==> src/rtl/mem_arbiter_if.sv <==
// Bus bundle for mem_arbiter: IFU and LSU request/response
// channels plus the shared single memory port.
interface mem_arbiter_if;
    logic        ifu_req_valid;
    logic        ifu_req_ready;
    logic [31:0] ifu_addr;
    logic        ifu_resp_valid;
    logic [31:0] ifu_rdata;

    logic        lsu_req_valid;
    logic        lsu_req_ready;
    logic        lsu_we;
    logic [2:0]  lsu_ctr;
    logic [31:0] lsu_addr;
    logic [31:0] lsu_wdata;
    logic        lsu_resp_valid;
    logic        lsu_resp_err;
    logic [31:0] lsu_rdata;

    logic        mem_en;
    logic        mem_we;
    logic [2:0]  mem_ctr;
    logic [31:0] mem_addr;
    logic [31:0] mem_wd;
    logic [31:0] mem_rd;

    modport master (
        output ifu_req_valid, ifu_addr,
        output lsu_req_valid, lsu_we, lsu_ctr, lsu_addr, lsu_wdata,
        output mem_rd,
        input  ifu_req_ready, ifu_resp_valid, ifu_rdata,
        input  lsu_req_ready, lsu_resp_valid, lsu_resp_err, lsu_rdata,
        input  mem_en, mem_we, mem_ctr, mem_addr, mem_wd
    );

    modport slave (
        input  ifu_req_valid, ifu_addr,
        input  lsu_req_valid, lsu_we, lsu_ctr, lsu_addr, lsu_wdata,
        input  mem_rd,
        output ifu_req_ready, ifu_resp_valid, ifu_rdata,
        output lsu_req_ready, lsu_resp_valid, lsu_resp_err, lsu_rdata,
        output mem_en, mem_we, mem_ctr, mem_addr, mem_wd
    );
endinterface

==> src/rtl/mem_arbiter.sv <==
// Round-robin arbiter sharing one fixed-latency memory port
// between instruction fetch and load/store, one transaction at a time.
module mem_arbiter #(
    parameter int LATENCY = 1
) (
    input logic          clk,
    input logic          rst_n,
    mem_arbiter_if.slave bus
);
    typedef enum logic [1:0] {
        IDLE = 2'd0,
        WAIT = 2'd1,
        RESP = 2'd2
    } state_t;

    localparam logic OWN_IFU = 1'b0;
    localparam logic OWN_LSU = 1'b1;
    localparam logic [2:0] CNT_INIT =
        (LATENCY > 1) ? 3'(LATENCY - 2) : 3'd0;

    state_t      r_state;
    state_t      w_state_nxt;
    logic [2:0]  r_cnt;
    logic [2:0]  w_cnt_nxt;
    logic        r_last;
    logic        r_owner;
    logic        r_err;
    logic [31:0] r_addr;
    logic [2:0]  r_ctr;
    logic [31:0] r_wd;

    logic w_legal;
    logic w_idle;
    logic w_resp;
    logic w_gnt_ifu;
    logic w_gnt_lsu;
    logic w_acc;

    assign w_legal = (bus.lsu_ctr == 3'b000) ||
                     (bus.lsu_ctr == 3'b001) ||
                     (bus.lsu_ctr == 3'b010) ||
                     (bus.lsu_ctr == 3'b100) ||
                     (bus.lsu_ctr == 3'b101);

    // Gating with rst_n keeps every output low while reset is held.
    assign w_idle = rst_n && (r_state == IDLE);
    assign w_resp = rst_n && (r_state == RESP);

    assign w_gnt_ifu = w_idle && bus.ifu_req_valid &&
                       (!bus.lsu_req_valid || r_last == OWN_LSU);
    assign w_gnt_lsu = w_idle && bus.lsu_req_valid &&
                       (!bus.ifu_req_valid || r_last == OWN_IFU);
    assign w_acc = w_gnt_ifu || w_gnt_lsu;

    always_comb begin
        w_state_nxt = r_state;
        w_cnt_nxt   = r_cnt;
        unique case (r_state)
            IDLE: begin
                if (w_acc) begin
                    if (LATENCY == 1) begin
                        w_state_nxt = RESP;
                    end else begin
                        w_state_nxt = WAIT;
                        w_cnt_nxt   = CNT_INIT;
                    end
                end
            end
            WAIT: begin
                if (r_cnt == 3'd0) begin
                    w_state_nxt = RESP;
                end else begin
                    w_cnt_nxt = r_cnt - 3'd1;
                end
            end
            RESP: begin
                w_state_nxt = IDLE;
            end
            default: begin
                w_state_nxt = IDLE;
                w_cnt_nxt   = 3'd0;
            end
        endcase
    end

    always_comb begin
        bus.ifu_req_ready = w_gnt_ifu;
        bus.lsu_req_ready = w_gnt_lsu;
        bus.mem_en   = 1'b0;
        bus.mem_we   = 1'b0;
        bus.mem_addr = r_addr;
        bus.mem_ctr  = r_ctr;
        bus.mem_wd   = r_wd;
        unique case (1'b1)
            w_gnt_ifu: begin
                bus.mem_en   = 1'b1;
                bus.mem_addr = bus.ifu_addr;
                bus.mem_ctr  = 3'b010;
                bus.mem_wd   = 32'd0;
            end
            w_gnt_lsu: begin
                bus.mem_en   = w_legal;
                bus.mem_we   = w_legal && bus.lsu_we;
                bus.mem_addr = bus.lsu_addr;
                bus.mem_ctr  = bus.lsu_ctr;
                bus.mem_wd   = bus.lsu_wdata;
            end
            default: begin
            end
        endcase

        bus.ifu_resp_valid = w_resp && (r_owner == OWN_IFU);
        bus.ifu_rdata = bus.ifu_resp_valid ? bus.mem_rd : 32'd0;
        bus.lsu_resp_valid = w_resp && (r_owner == OWN_LSU);
        bus.lsu_resp_err = bus.lsu_resp_valid && r_err;
        bus.lsu_rdata = (bus.lsu_resp_valid && !r_err) ?
                        bus.mem_rd : 32'd0;
    end

    always_ff @(posedge clk or negedge rst_n) begin
        if (!rst_n) begin
            r_state <= IDLE;
            r_cnt   <= 3'd0;
            r_last  <= OWN_LSU;
            r_owner <= OWN_IFU;
            r_err   <= 1'b0;
            r_addr  <= 32'd0;
            r_ctr   <= 3'd0;
            r_wd    <= 32'd0;
        end else begin
            r_state <= w_state_nxt;
            r_cnt   <= w_cnt_nxt;
            if (w_acc) begin
                r_owner <= w_gnt_lsu;
                r_last  <= w_gnt_lsu;
                r_err   <= w_gnt_lsu && !w_legal;
                r_addr  <= bus.mem_addr;
                r_ctr   <= bus.mem_ctr;
                r_wd    <= bus.mem_wd;
            end
        end
    end
endmodule

==> src/flat_wrapper.sv <==
// flat-port wrapper written by rule: the top's interface ports become plain ports
module mem_arbiter_flat 
#(
    parameter int LATENCY = 1
)
  (clk, rst_n, bus_ifu_req_valid, bus_ifu_addr, bus_lsu_req_valid, bus_lsu_we, bus_lsu_ctr, bus_lsu_addr, bus_lsu_wdata, bus_mem_rd, bus_ifu_req_ready, bus_ifu_resp_valid, bus_ifu_rdata, bus_lsu_req_ready, bus_lsu_resp_valid, bus_lsu_resp_err, bus_lsu_rdata, bus_mem_en, bus_mem_we, bus_mem_ctr, bus_mem_addr, bus_mem_wd);
  mem_arbiter_if bus_i ();
  input logic clk;
  input logic rst_n;
  input wire logic [$bits(bus_i.ifu_req_valid)-1:0] bus_ifu_req_valid;
  input wire logic [$bits(bus_i.ifu_addr)-1:0] bus_ifu_addr;
  input wire logic [$bits(bus_i.lsu_req_valid)-1:0] bus_lsu_req_valid;
  input wire logic [$bits(bus_i.lsu_we)-1:0] bus_lsu_we;
  input wire logic [$bits(bus_i.lsu_ctr)-1:0] bus_lsu_ctr;
  input wire logic [$bits(bus_i.lsu_addr)-1:0] bus_lsu_addr;
  input wire logic [$bits(bus_i.lsu_wdata)-1:0] bus_lsu_wdata;
  input wire logic [$bits(bus_i.mem_rd)-1:0] bus_mem_rd;
  output wire logic [$bits(bus_i.ifu_req_ready)-1:0] bus_ifu_req_ready;
  output wire logic [$bits(bus_i.ifu_resp_valid)-1:0] bus_ifu_resp_valid;
  output wire logic [$bits(bus_i.ifu_rdata)-1:0] bus_ifu_rdata;
  output wire logic [$bits(bus_i.lsu_req_ready)-1:0] bus_lsu_req_ready;
  output wire logic [$bits(bus_i.lsu_resp_valid)-1:0] bus_lsu_resp_valid;
  output wire logic [$bits(bus_i.lsu_resp_err)-1:0] bus_lsu_resp_err;
  output wire logic [$bits(bus_i.lsu_rdata)-1:0] bus_lsu_rdata;
  output wire logic [$bits(bus_i.mem_en)-1:0] bus_mem_en;
  output wire logic [$bits(bus_i.mem_we)-1:0] bus_mem_we;
  output wire logic [$bits(bus_i.mem_ctr)-1:0] bus_mem_ctr;
  output wire logic [$bits(bus_i.mem_addr)-1:0] bus_mem_addr;
  output wire logic [$bits(bus_i.mem_wd)-1:0] bus_mem_wd;
  assign bus_i.ifu_req_valid = bus_ifu_req_valid;
  assign bus_i.ifu_addr = bus_ifu_addr;
  assign bus_i.lsu_req_valid = bus_lsu_req_valid;
  assign bus_i.lsu_we = bus_lsu_we;
  assign bus_i.lsu_ctr = bus_lsu_ctr;
  assign bus_i.lsu_addr = bus_lsu_addr;
  assign bus_i.lsu_wdata = bus_lsu_wdata;
  assign bus_i.mem_rd = bus_mem_rd;
  assign bus_ifu_req_ready = bus_i.ifu_req_ready;
  assign bus_ifu_resp_valid = bus_i.ifu_resp_valid;
  assign bus_ifu_rdata = bus_i.ifu_rdata;
  assign bus_lsu_req_ready = bus_i.lsu_req_ready;
  assign bus_lsu_resp_valid = bus_i.lsu_resp_valid;
  assign bus_lsu_resp_err = bus_i.lsu_resp_err;
  assign bus_lsu_rdata = bus_i.lsu_rdata;
  assign bus_mem_en = bus_i.mem_en;
  assign bus_mem_we = bus_i.mem_we;
  assign bus_mem_ctr = bus_i.mem_ctr;
  assign bus_mem_addr = bus_i.mem_addr;
  assign bus_mem_wd = bus_i.mem_wd;
  mem_arbiter #(.LATENCY(LATENCY)) u_core (.clk(clk), .rst_n(rst_n), .bus(bus_i));
endmodule
==> config.mk <==
export PLATFORM = sky130hd
export DESIGN_NAME = mem_arbiter_flat
export DESIGN_NICKNAME = d
export VERILOG_FILES = /design/src/rtl/mem_arbiter_if.sv /design/src/rtl/mem_arbiter.sv /design/src/flat_wrapper.sv
export SDC_FILE = /design/constraint.sdc
export NUM_CORES = 1
export LEC_CHECK = 0
export CAP_MARGIN = 20
export CELL_PAD_IN_SITES_DETAIL_PLACEMENT = 2
export CELL_PAD_IN_SITES_GLOBAL_PLACEMENT = 2
export CORE_AREA = 2 2 116 202
export CTS_CLUSTER_DIAMETER = 60
export DETAILED_ROUTE_END_ITERATION = 16
export DIE_AREA = 0 0 118 204
export GPL_ROUTABILITY_DRIVEN = 0
export HOLD_SLACK_MARGIN = 0.08
export PLACE_DENSITY_LB_ADDON = 0.1
export SETUP_SLACK_MARGIN = 0.5
export SLEW_MARGIN = 20
export SYNTH_ARGS = -nofsm -noshare
export SYNTH_HDL_FRONTEND = slang
export SYNTH_SLANG_ARGS = --single-unit
==> constraint.sdc <==
create_clock -name clk -period 1.7 [get_ports clk]
set_input_delay 0.34 -clock clk [delete_from_list [all_inputs] [get_ports clk]]
set_output_delay 0.34 -clock clk [all_outputs]
set_load 0.02 [all_outputs]
==> metrics.yaml <==
arrival_ns: 1.89
htree_num_levels: 3
maxClockFrequency_ghz: 0.448
tritoncts: "yes"
timing.critical_path.buf_inv: 3
post_place_worst_slack_ns: -1.03
synthDominantAreaCellType: "sky130_fd_sc_hd__dfrtp_1"
most_frequent_cells_after_synthesis: "sky130_fd_sc_hd__dfrtp_1, sky130_fd_sc_hd__a22o_1, sky130_fd_sc_hd__and2_1, sky130_fd_sc_hd__a221o_1, sky130_fd_sc_hd__and3_1"
synth_top_area_share_pct: 44.2
finalMaxSlewViolations: 0
synth.yosys.seq_area_share_pct: 44.8
multiInputGateArea_um2: 2600
mappedNetlistNets: 501
detail-route-antenna-nets: 0
worstSetupStartpointType: "flip-flop"
timing.final.crit_period_ns: 2.23
synth_mux_area_share_pct: 0
irDropWorstVdd_mv: 0.458
crit_path_max_incr_delay_ns: 0.44
synth_area_leaders: "sky130_fd_sc_hd__dfrtp_1, sky130_fd_sc_hd__a221o_1, sky130_fd_sc_hd__a22o_1"
mappedNetlistArea_um2: 3970
drt_first_pass_iters: 4
rsz0062_at_grt: "true"
clock_tree.root_cell: "sky130_fd_sc_hd__clkbuf_16"
synth-xor-area-share_pct: 0
drt-wirelength-per-cell_um: 21.8
floorplan.die_area_um2: 24100
drt-vias-per-instance: 4.56
dr.first_iter.drc_count: 106
synth-edff-count: 0
synth_adder_area_share_pct: 0
antenna_found_initial: 1
fin_area_um2: 9980
p_leak_nw: 4.75
regToRegStartpoint: "u_core.r_state[1]"
synth.yosys.warnings: 0
timing.critical_path.max_delay_family: "compound AO/OA/AOI/OAI gates"
start_util_pct: 17.6
placed_area_um2: 8330
final.period_utilization_pct: 131
register_area_um2: 1780
critical_path_class: "flip-flop to primary output"
setup_viol: 194
outcome: "finished, violations left"
worstSetupEndpointType: "primary output"
pin_count: 274
asyncSetResetFlopFracSynth_pct: 100
core_area_um2: 22600
grt.total_usage_pct: 18.7
drt_wl_total_um: 23700
clock_latency_ns: 0.34
grt.overflow.total: 0
area_growth_syn_to_layout_pct: 152
worst_hold_path_type: "input port to asynchronous set/reset pin"
fin_worst_skew_ns: 0.00726
count_of_fill_cells_added_during_filler_insertion: 2320
nets: 918
placementRows: 73
pin_count_of_the_biggest_net_entering_global_routing: 52
cts-buffers-inserted: 9
max_cap_viol_count: 0
drive_gt1_share_pct: 59.2
clock_tree.buffer_depth: 2
io_buffer_count: 273
synth_cells: 365
worstPathCellList: "nor2b_4, o21ai_4, buf_8, buf_12, a221o_1, buf_6"
design_power_total_mw: 8.06
timing.slew.headroom_pct: 52.8
synth_cell_types: 24
timing.final.ws_setup_ns: -0.530
synth.ff_latch_count: 71
synth_simple_gate_area_share_pct: 16.9
dr_total_vias: 4961
dominantRegCellSynth: "sky130_fd_sc_hd__dfrtp_1"
critical-path-slowest-cell: "sky130_fd_sc_hd__dfrtp_2"
violations: "negative setup slack"
die_width_um: 118
die_h_um: 204
synthMostInstantiatedCell: "sky130_fd_sc_hd__dfrtp_1"
critPathMaxFanout: 8
clkSlewWorstSetupHoldPaths_ns: 0.06
dp_hpwl_um: 15000
share_of_the_synthesized_area_in_compound_gates_ao_oa_aoi_oai_pct: 32.6
powerDensity_nw_per_um2: 807
syn_avg_cell_area_um2: 10.9
clock_sinks: 71
grt_pass1_vias: 5709
finalHoldViolations: 0
worstSetupStartpoint: "u_core.r_state[1]"
critical_path_required_ns: 1.36
grt_first_pass_wirelength_um: 34700
transition_at_the_pin_with_the_smallest_max_transition_slack_ns: 0.708
drc: 0
combinational_family_with_the_most_area_after_synthesis: "compound AO/OA/AOI/OAI gates"
[power breakdown]
group | internal, mW | leakage [nW] | switching (mW)
Sequential | 1.99 | 0.900 | 0.230
Clock | 1.43 | 0.166 | 0.768
Combinational | 2.12 | 3.69 | 1.51
Total | 5.55 | 4.75 | 2.51
[placed cells by master, fill, tap and decap left out, types with 19 or more instances in the layout]
master                            count
sky130_fd_sc_hd__a221o_1             64
sky130_fd_sc_hd__a22o_1              34
sky130_fd_sc_hd__a22o_4              34
sky130_fd_sc_hd__and2_2              19
sky130_fd_sc_hd__and2_4              46
sky130_fd_sc_hd__and3_4              20
sky130_fd_sc_hd__buf_12              21
sky130_fd_sc_hd__buf_4              118
sky130_fd_sc_hd__buf_6              136
sky130_fd_sc_hd__clkdlybuf4s50_1    132
sky130_fd_sc_hd__dfrtp_1             69
[what timing repair did]
item | 4_1_cts | 5_1_grt
pin swaps | 58 | 24
gates cloned | 13 | 7
hold buffers | 1 | 0
endpoints found under the hold margin | 19 | 0
resized for setup | 714 | 169
endpoints found under the setup margin | 209 | 209
buffers inserted | 33 | 19
[final cells by class]
cell class | instances | area share [%]
Tap cell | 300 | 3.76
Timing Repair Buffer | 447 | 48.6
Multi-Input combinational cell | 249 | 26.0
Inverter | 3 | 0.213
Antenna cell | 1 | 0.0251
Clock buffer | 10 | 2.29
Sequential cell | 71 | 17.8
Timing Repair inverter | 1 | 0.113
Clock inverter | 6 | 1.09
[logic make-up after synthesis]
group,after synthesis
flip-flops,71
AO/OA/AOI/OAI,140
AND/OR/NAND/NOR,109
buffers and inverters,45
[path summary, 6_finish.rpt]
check                               endpoint  slack, ns  depth (start not counted)
min                        u_core.r_addr[20]       0.20                          2
min reg2reg                u_core.r_addr[24]       0.52                          1
max                         bus_mem_addr[27]      -0.53                          6
max reg2reg                u_core.r_addr[11]      -0.21                          9
max in group asynchronous      u_core.r_last       0.75                          3
min in group clk               u_core.r_last       0.28                          2
[per-stage QoR]
stage / hold slack (ns) / std cells / util [%] / setup TNS [ns]
finish: 0.204 / 1088 / 44.2 / -62.28
global route: 0.264 / 1088 / 44.2 / -74.38
CTS: 0.222 / 1061 / 41.7 / -61.83
detailed placement: 0.281 / 998 / 36.9 / -113.67
global placement: 0.279 / 998 / 36.9 / -105.23
floorplan: 0.0444 / 365 / - / -0.257
[registers in the layout (all words and copies together), names as in the netlist]
signal / count
u_core.r_owner: 1
u_core.r_addr: 32
u_core.r_state: 1
u_core.r_err: 1
u_core.r_ctr: 3
u_core.r_wd: 32
u_core.r_last: 1
[routing by layer]
metal,global-route usage (%),part of all wire (%)
met1,19.7,36
met2,37.4,58
met3,3.46,4.0
met4,4.78,1.2
met5,0,0
Power figures use the tool's default switching activity.
